<file path="src/rtl/ncl_sync_sink.sv">
// Clocked sink for a dual-rail NCL pipeline: synchronizes and filters wavefronts, returns ZCOMP, buffers DATA words in a FIFO.
// Optional token counter and stall output are enabled by defining NCL_SYNC_SINK_CNT_EN.
module ncl_sync_sink #(
  parameter int WIDTH  = 4,
  parameter int DEPTH  = 4,
  parameter int STABLE = 1
) (
  input  logic                     clk,
  input  logic                     init_n,
  input  logic [WIDTH-1:0]         rail0,
  input  logic [WIDTH-1:0]         rail1,
  output logic                     zcomp,
  output logic [WIDTH-1:0]         out_data,
  output logic                     out_valid,
  input  logic                     out_ready,
  output logic                     err,
`ifdef NCL_SYNC_SINK_CNT_EN
  output logic [15:0]              tok_cnt,
  output logic                     stall,
`endif
  output logic [$clog2(DEPTH):0]   level
);

  localparam int AW = $clog2(DEPTH);
  localparam int LW = AW + 1;

  typedef enum logic { W_DATA, W_NULL } state_e;
  typedef enum logic [1:0] { DEC_PART, DEC_NULL, DEC_DATA, DEC_ILL } dec_e;

  // Reset asserts immediately with init_n but releases two clocks later, aligned to clk.
  logic [1:0] rst_sync_q;
  logic       rst_n;

  always_ff @(posedge clk or negedge init_n) begin
    if (!init_n) rst_sync_q <= '0;
    else         rst_sync_q <= {rst_sync_q[0], 1'b1};
  end

  assign rst_n = rst_sync_q[1];

  logic [WIDTH-1:0] r0_s0_q, r0_s1_q, r1_s0_q, r1_s1_q;

  always_ff @(posedge clk or negedge rst_n) begin
    if (!rst_n) begin
      r0_s0_q <= '0;
      r0_s1_q <= '0;
      r1_s0_q <= '0;
      r1_s1_q <= '0;
    end else begin
      r0_s0_q <= rail0;
      r0_s1_q <= r0_s0_q;
      r1_s0_q <= rail1;
      r1_s1_q <= r1_s0_q;
    end
  end

  dec_e dec;

  always_comb begin
    dec = DEC_PART;
    if (|(r0_s1_q & r1_s1_q))       dec = DEC_ILL;
    else if (&(r0_s1_q ^ r1_s1_q))  dec = DEC_DATA;
    else if (~|(r0_s1_q | r1_s1_q)) dec = DEC_NULL;
  end

  // run_d counts consecutive edges (including this one) the decode has been seen; saturates at STABLE+1.
  dec_e       dec_q;
  logic [2:0] run_q, run_d;
  logic       stable;

  always_comb begin
    run_d = 3'd1;
    if (dec == dec_q) begin
      if (run_q >= 3'(STABLE + 1)) run_d = run_q;
      else                         run_d = run_q + 3'd1;
    end
  end

  assign stable = (run_d >= 3'(STABLE + 1));

  always_ff @(posedge clk or negedge rst_n) begin
    if (!rst_n) begin
      dec_q <= DEC_PART;
      run_q <= '0;
    end else begin
      dec_q <= dec;
      run_q <= run_d;
    end
  end

  state_e           state_q;
  logic             zcomp_q, err_q, out_valid_q;
  logic [LW-1:0]    level_q, level_d;
  logic [AW-1:0]    wr_ptr_q, rd_ptr_q;
  logic [WIDTH-1:0] mem_q [DEPTH];
  logic             data_ok, full, rd, wr;

  assign data_ok = stable && (dec == DEC_DATA);
  assign full    = (level_q == LW'(DEPTH));
  assign rd      = out_valid_q && out_ready;
  // A pop on the same edge frees the slot, so a full FIFO can still accept.
  assign wr      = (state_q == W_DATA) && data_ok && (!full || rd);

  always_comb begin
    level_d = level_q;
    case ({wr, rd})
      2'b10:   level_d = level_q + LW'(1);
      2'b01:   level_d = level_q - LW'(1);
      default: level_d = level_q;
    endcase
  end

  always_ff @(posedge clk or negedge rst_n) begin
    if (!rst_n) begin
      wr_ptr_q    <= '0;
      rd_ptr_q    <= '0;
      level_q     <= '0;
      out_valid_q <= 1'b0;
    end else begin
      if (wr) wr_ptr_q <= wr_ptr_q + AW'(1);
      if (rd) rd_ptr_q <= rd_ptr_q + AW'(1);
      level_q     <= level_d;
      out_valid_q <= (level_d != '0);
    end
  end

  always_ff @(posedge clk) begin
    if (wr) mem_q[wr_ptr_q] <= r1_s1_q;
  end

`ifdef NCL_SYNC_SINK_CNT_EN
  logic [15:0] tok_cnt_q;
`endif

  always_ff @(posedge clk or negedge rst_n) begin
    if (!rst_n) begin
      state_q   <= W_DATA;
      zcomp_q   <= 1'b0;
      err_q     <= 1'b0;
`ifdef NCL_SYNC_SINK_CNT_EN
      tok_cnt_q <= '0;
`endif
    end else begin
      if (stable && dec == DEC_ILL) err_q <= 1'b1;
      case (state_q)
        W_DATA: begin
          if (wr) begin
            state_q <= W_NULL;
            zcomp_q <= 1'b1;
`ifdef NCL_SYNC_SINK_CNT_EN
            tok_cnt_q <= tok_cnt_q + 16'd1;
`endif
          end
        end
        W_NULL: begin
          if (stable && dec == DEC_NULL) begin
            state_q <= W_DATA;
            zcomp_q <= 1'b0;
          end
        end
        default: begin
          state_q <= W_DATA;
          zcomp_q <= 1'b0;
        end
      endcase
    end
  end

  assign zcomp     = zcomp_q;
  assign err       = err_q;
  assign level     = level_q;
  assign out_valid = out_valid_q;
  assign out_data  = out_valid_q ? mem_q[rd_ptr_q] : '0;

`ifdef NCL_SYNC_SINK_CNT_EN
  assign tok_cnt = tok_cnt_q;
  assign stall   = (state_q == W_DATA) && data_ok && full;
`endif

endmodule
</file>
<file path="config.mk">
export PLATFORM = sky130hd
export DESIGN_NAME = ncl_sync_sink
export DESIGN_NICKNAME = d
export VERILOG_FILES = /design/src/rtl/ncl_sync_sink.sv
export SDC_FILE = /design/constraint.sdc
export NUM_CORES = 1
export LEC_CHECK = 0
export CORE_UTILIZATION = 56
export CTS_CLUSTER_SIZE = 10
export DETAILED_ROUTE_END_ITERATION = 10
export PLACE_DENSITY = 0.86
export SLEW_MARGIN = 25
export SYNTH_ARGS = -nofsm -noshare
export SYNTH_HDL_FRONTEND = slang
export SYNTH_SLANG_ARGS = --single-unit
</file>
<file path="constraint.sdc">
create_clock -name clk -period 2.2 [get_ports clk]
set_input_delay 0.66 -clock clk [delete_from_list [all_inputs] [get_ports clk]]
set_output_delay 0.66 -clock clk [all_outputs]
set_load 0.01 [all_outputs]
</file>
Word-level counts from Yosys, hierarchy flattened

Memories as Yosys holds them, arrays and structs flattened.
Index checks and enable logic that the tools add are counted.

RAM bits: 16
Register bits: 34
Output and inout port bits: 10
Latch bits: 0
Bits in read-only memories: 0
Memories: 1

Memories:

| memory | depth | width | rd ports | clocked after memory_dff | write ports | RTL line | RTL |
|---|---|---|---|---|---|---|---|
| mem_q  | 4     | 4     | 1        | 0                        | 1           | 95       | `logic [WIDTH-1:0] mem_q [DEPTH];` |

Shift-type cells: 0
Reduce and logical (&&, ||, !) cells: 13
Muxes and demuxes: 14
Div/mod/pow operators: 0
Multiply operators: 0
Add/subtract/negate cells: 5
Bitwise logic cells: 4
Equality and inequality tests: 9
Magnitude comparators: 2

Operators with widths:

| kind                  | number |
|---|---|
| $reduce_or A4 Y1      | 2 |
| $add A3 B1 Y3 const B | 2 |
| $eq A2 B2 Y1 const B  | 3 |
| $ge A3 B2 Y1 const B  | 2 |
| $logic_and A1 B1 Y1   | 6 |
| $mux W1               | 6 |
| $mux W3               | 2 |
| $pmux W3 S2           | 1 |
| $add A2 B1 Y2 const B | 2 |
| $and A4 B4 Y4         | 1 |
| $eq A2 B1 Y1 const B  | 2 |
| $mux W2               | 2 |
| $mux W4               | 1 |
| $or A4 B4 Y4          | 1 |
| $pmux W1 S2           | 2 |
| $reduce_and A4 Y1     | 1 |
| $xor A4 B4 Y4         | 1 |
| $eq A3 B3 Y1 const B  | 1 |
| $reduce_bool A3 Y1    | 1 |
| $sub A3 B1 Y3 const B | 1 |
| $eq A2 B2 Y1          | 1 |
| $ne A2 B1 Y1 const B  | 1 |
| $ne A2 B2 Y1 const B  | 1 |
| $reduce_and A2 Y1     | 1 |
| other kinds (3)       | 3 |

Logic depth before layout (Yosys ltp)

Word-level depth: 14
Depth in mapped cells: 11
Gate-level depth less buffers: 10

Least setup slack after synthesis

OpenSTA, ideal clock, no wires.

Path type: reg2reg
From: register r1_s1_q[1]
To: register out_valid_q (netlist: out_valid)
Stages on the path, launching flop included: 12
Required time: 2068 ps
Buffers on the path: 1
Arrival time: 2367 ps
Path slack: -299 ps
Path through: dfrtp_1 > inv_1 > ha_1 > and4_1 > clkbuf_1 > nand4_4 > nor2b_1 > fa_1 > xor2_1 > nand2b_1 > mux2i_1 > a22oi_1

Longest elaborated chain between the ends: 14
Elaborated cells on any way between the ends: 20

RTL lines:

| what                                         | RTL line | RTL |
|---|---|---|
| start: declaration                           | 41       | `logic [WIDTH-1:0] r0_s0_q, r0_s1_q, r1_s0_q, r1_s1_q;` |
| start signal: assignment                     | 53       | `r1_s1_q <= r1_s0_q;` |
| $or A4 B4 Y4                                 | 63       | `else if (~\|(r0_s1_q \| r1_s1_q)) dec = DEC_NULL;` |
| $reduce_or A4 Y1                             | 63       |  |
| $mux W1                                      | 63       |  |
| $mux W2                                      | 62       | `else if (&(r0_s1_q ^ r1_s1_q)) dec = DEC_DATA;` |
| $mux W2 (*)                                  | 61       | `if (\|(r0_s1_q & r1_s1_q)) dec = DEC_ILL;` |
| $eq A2 B2 Y1                                 | 73       | `if (dec == dec_q) begin` |
| $mux W3                                      | 73       |  |
| $ge A3 B2 Y1                                 | 79       | `assign stable = (run_d >= 3'(STABLE + 1));` |
| $logic_and A1 B1 Y1 (*)                      | 98       | `assign data_ok = stable && (dec == DEC_DATA);` |
| $logic_and A1 B1 Y1 (*) (2 in series)        | 102      | `assign wr = (state_q == W_DATA) && data_ok && (!full \|\| rd);` |
| $eq A2 B1 Y1 or $eq A2 B2 Y1 (tied branches) | 106      | `case ({wr, rd})` |
| $pmux W3 S2 (*)                              | 106      |  |
| $reduce_bool A3 Y1 (*)                       | 123      | `out_valid_q <= (level_d != '0);` |
| end signal: assignment                       | 123      |  |
| end: declaration                             | 92       | `logic zcomp_q, err_q, out_valid_q;` |

Every way passes the cells marked *; elsewhere a longest branch is shown, timed or not.
A chain may end at the register's enable or synchronous reset.

Worst setup path in the final report

From: register r1_s1_q[0]
To: register level_q[2] (netlist: level[2])

Longest elaborated chain between the ends: 13
Elaborated cells on any way between the ends: 19

RTL lines:

| what                                         | RTL line | RTL |
|---|---|---|
| $or A4 B4 Y4                                 | 63       |  |
| $reduce_or A4 Y1                             | 63       |  |
| $mux W1                                      | 63       |  |
| $mux W2                                      | 62       |  |
| $mux W2 (*)                                  | 61       |  |
| $eq A2 B2 Y1                                 | 73       |  |
| $mux W3                                      | 73       |  |
| $ge A3 B2 Y1                                 | 79       |  |
| $logic_and A1 B1 Y1 (*)                      | 98       |  |
| $logic_and A1 B1 Y1 (*) (2 in series)        | 102      |  |
| $eq A2 B1 Y1 or $eq A2 B2 Y1 (tied branches) | 106      |  |
| $pmux W3 S2 (*)                              | 106      |  |
| via level_d[2]                               | 93       | `logic [LW-1:0] level_q, level_d;` |
| end signal: assignment                       | 122      | `level_q <= level_d;` |
| end: declaration                             | 93       |  |

The timed path passes the listed nets; every way through them passes the cells marked *.

==> out/results.ini <==
[global_route]
grt_overflow=0
grt_pass1_vias=1480
grt_max_degree=33
grt_pass1_wl_um=6334
antenna_found_initial=0
grt_use_total_pct=21.92

[setup_path]
worstRegToRegCells=10
start_kind=flop
slowest_delay_ns=0.40
crit_fanout=3
crit_type=flop to flop
reg2reg_from=r1_s1_q[0]
critical-path-top-delay-family=adder cells
critPathSlowestCell=dfrtp_1
crit_chain=inv_1 -> ha_4 -> and4_4 -> nand4_4 -> nor2b_4 -> fa_2 -> buf_4 -> and3_1 -> mux2i_1 -> xnor2_1
critPathBufInv=2
r2r_setup_slack_ns=-0.16
critical_path_arrival_ns=2.58
r2r_end=level[2]
required_ns=2.43
cp-end-kind=flop

[logic_synthesis]
synth_seq_cells=50
synth.avg_cell_area_sq_um=14.55
async_flop_share_pct=68.00
synth_area_leaders=dfrtp_1 (40%), edfxtp_1 (22%), ha_1 (7.6%)
synth.top_cell.area_share_pct=39.79
yosysTopAreaCell=dfrtp_1
synth.yosys.seq_area_share_pct=62.26
synthCells=147
synth_edf_count=16
synth-main-ff-cell=dfrtp_1
synth_nets=172
ys_warn_count=0
syn_area_sq_um=2138
yosysUniqueCellTypes=40

[layout]
area_delta_synth_final_pct=29.67
drive_gt1_share_pct=32.67
final_nets=226
diodes=0
fin_area_sq_um=2773
fin_cells=250

[clocking]
cts-root-buf=clkbuf_8
cts_hold_buf=0
htreeDepth=2
path_clk_slew_ns=0.09
clk_path_buf_depth=2
cts_tree=done
cts_buffers=5
cts_sinks=50
clk_latency_ns=0.31

[run_status]
violations=setup timing
run_status=finished, violations left

[drt]
post_drt_via_cell_ratio=5.552
vias=1388
ant_nets=0
dr.pass1.iters=4
drt_first_iter_violations=75
drcViolationCount=0
wl_um=4202
wire_per_inst_um=16.81

[sta]
skew_ns=0.009015
layout_setup_ws_ns=-0.1569
period_needed_ns=2.357
hold_violations=0
totalNegativeSetupSlack_ns=-0.4647
fin_crit_sh_pct=107.1
max_freq_mhz=424.3
rsz0062_at_grt=yes
finalSetupViolCount=6
slew_viol_final=0
holdWs_ns=0.2552

[die]
fp.dieArea_sq_um=4070
io_pins=21
dieHeight_um=63.80
fp-row-count=22
die_w_um=63.80
core_area_sq_um=3661
start_util_pct=58.41

[worst_hold_path]
hp-class=flop to async pin

[pwr]
power.leakage_nw=1.191
powerDensity_nw_per_um2=1050
vdd_drop_max_mv=0.7045

[placed_design]
dp_slack_ns=-0.1612
io_buffers=20
place_area_sq_um=2524
gp_congestion=0.8702
dpl.cell_count=229
hpwl_um=2873

[run]
max_cap_viol_count=0

==> cell usage in the layout (no fill, tap or decap), drive strengths merged, types with 5 or more instances in the layout <==
cell           instances
ha                    13
clkbuf                 6
clkdlybuf4s50         16
inv                   13
a21oi                  5
dfrtp                 34
buf                   33
edfxtp                16
and2                   9
xnor2                  5
==> report_power, final <==
part           leakage, nW  internal [mW]  switching [mW]  total, mW
Clock               0.0514          0.339           0.289      0.628
Combinational        0.603          0.619           0.430       1.05
Sequential           0.537           1.08           0.154       1.23
Total                 1.19           2.04           0.873       2.91
==> worst max-delay path by stage <==
stage | to | start | cells past startpoint
after floorplan | out_valid | r1_s1_q[1] | 11
after global placement | out_data[3] | rd_ptr_q[0] | 3
after detailed placement | out_valid | r1_s1_q[1] | 9
after CTS | level[2] | r1_s1_q[0] | 9
after global routing | level[2] | r1_s1_q[0] | 10
final | level[2] | r1_s1_q[0] | 10
==> worst reg2reg max path, stage by stage (launching register included) <==
cell and delay [ns]:
dfrtp_1 0.40, inv_1 0.11, ha_4 0.28, and4_4 0.25, nand4_4 0.10, nor2b_4 0.15
fa_2 0.36, buf_4 0.15, and3_1 0.15, mux2i_1 0.19, xnor2_1 0.15
==> registers in the layout (all words and copies together) (netlist names), 3 cells and up <==
signal	cells
r0_s0_q	4
r1_s1_q	4
mem_q	16
r1_s0_q	4
run_q	3
r0_s1_q	4
level	3
==> synth_stat cells, types with 4 or more instances <==
cell type and count:
inv_1 13, edfxtp_1 16, nand2_1 4, and2_1 9, dfrtp_1 34, a21oi_1 5
ha_1 13, mux4_2 4, xnor2_1 5
==> stage by stage <==
stage	total power [mW]	util, %
5_1_grt	3.053	75.73
4_1_cts	2.857	74.09
3_3_place_gp	2.071	68.93
2_1_floorplan	1.752	-
6_report	2.911	75.73
3_5_place_dp	2.161	68.93
==> cell type report <==
class                      instances  area (sq um)
sequential                        50          1333
fill                             222         888.4
multi-input combinational         82         815.8
timing repair buffer              49         405.4
clock buffer                       6         72.57
tap                               48         60.06
inverter                          13         48.80
clock inverter                     2         37.54
==> logic make-up (layout without fill, tap and decap cells) <==
family	after synthesis	in the layout	synth area share [%]
AO/OA/AOI/OAI	13	13	3.920
XOR/XNOR	8	8	3.277
adder cells (fa/ha/maj)	14	14	8.543
buffers and inverters	15	70	2.633
flip-flops	50	50	62.26
multiplexers	9	9	6.846
other	1	1	0.1754
AND/OR/NAND/NOR	37	37	12.35
==> what timing repair did <==
action | in CTS | in global routing
setup endpoints to repair | 8 | 16
buffers inserted | 10 | 3
pin swaps | 5 | 5
gates resized for setup | 23 | 4
==> per-layer routing <==
layer,track usage (%),routed length [um]
met1,20.50,1415
met2,41.76,2379
met3,6.964,234
met4,11.08,173
met5,0,0
No activity file was read; power rests on OpenSTA's default activity.
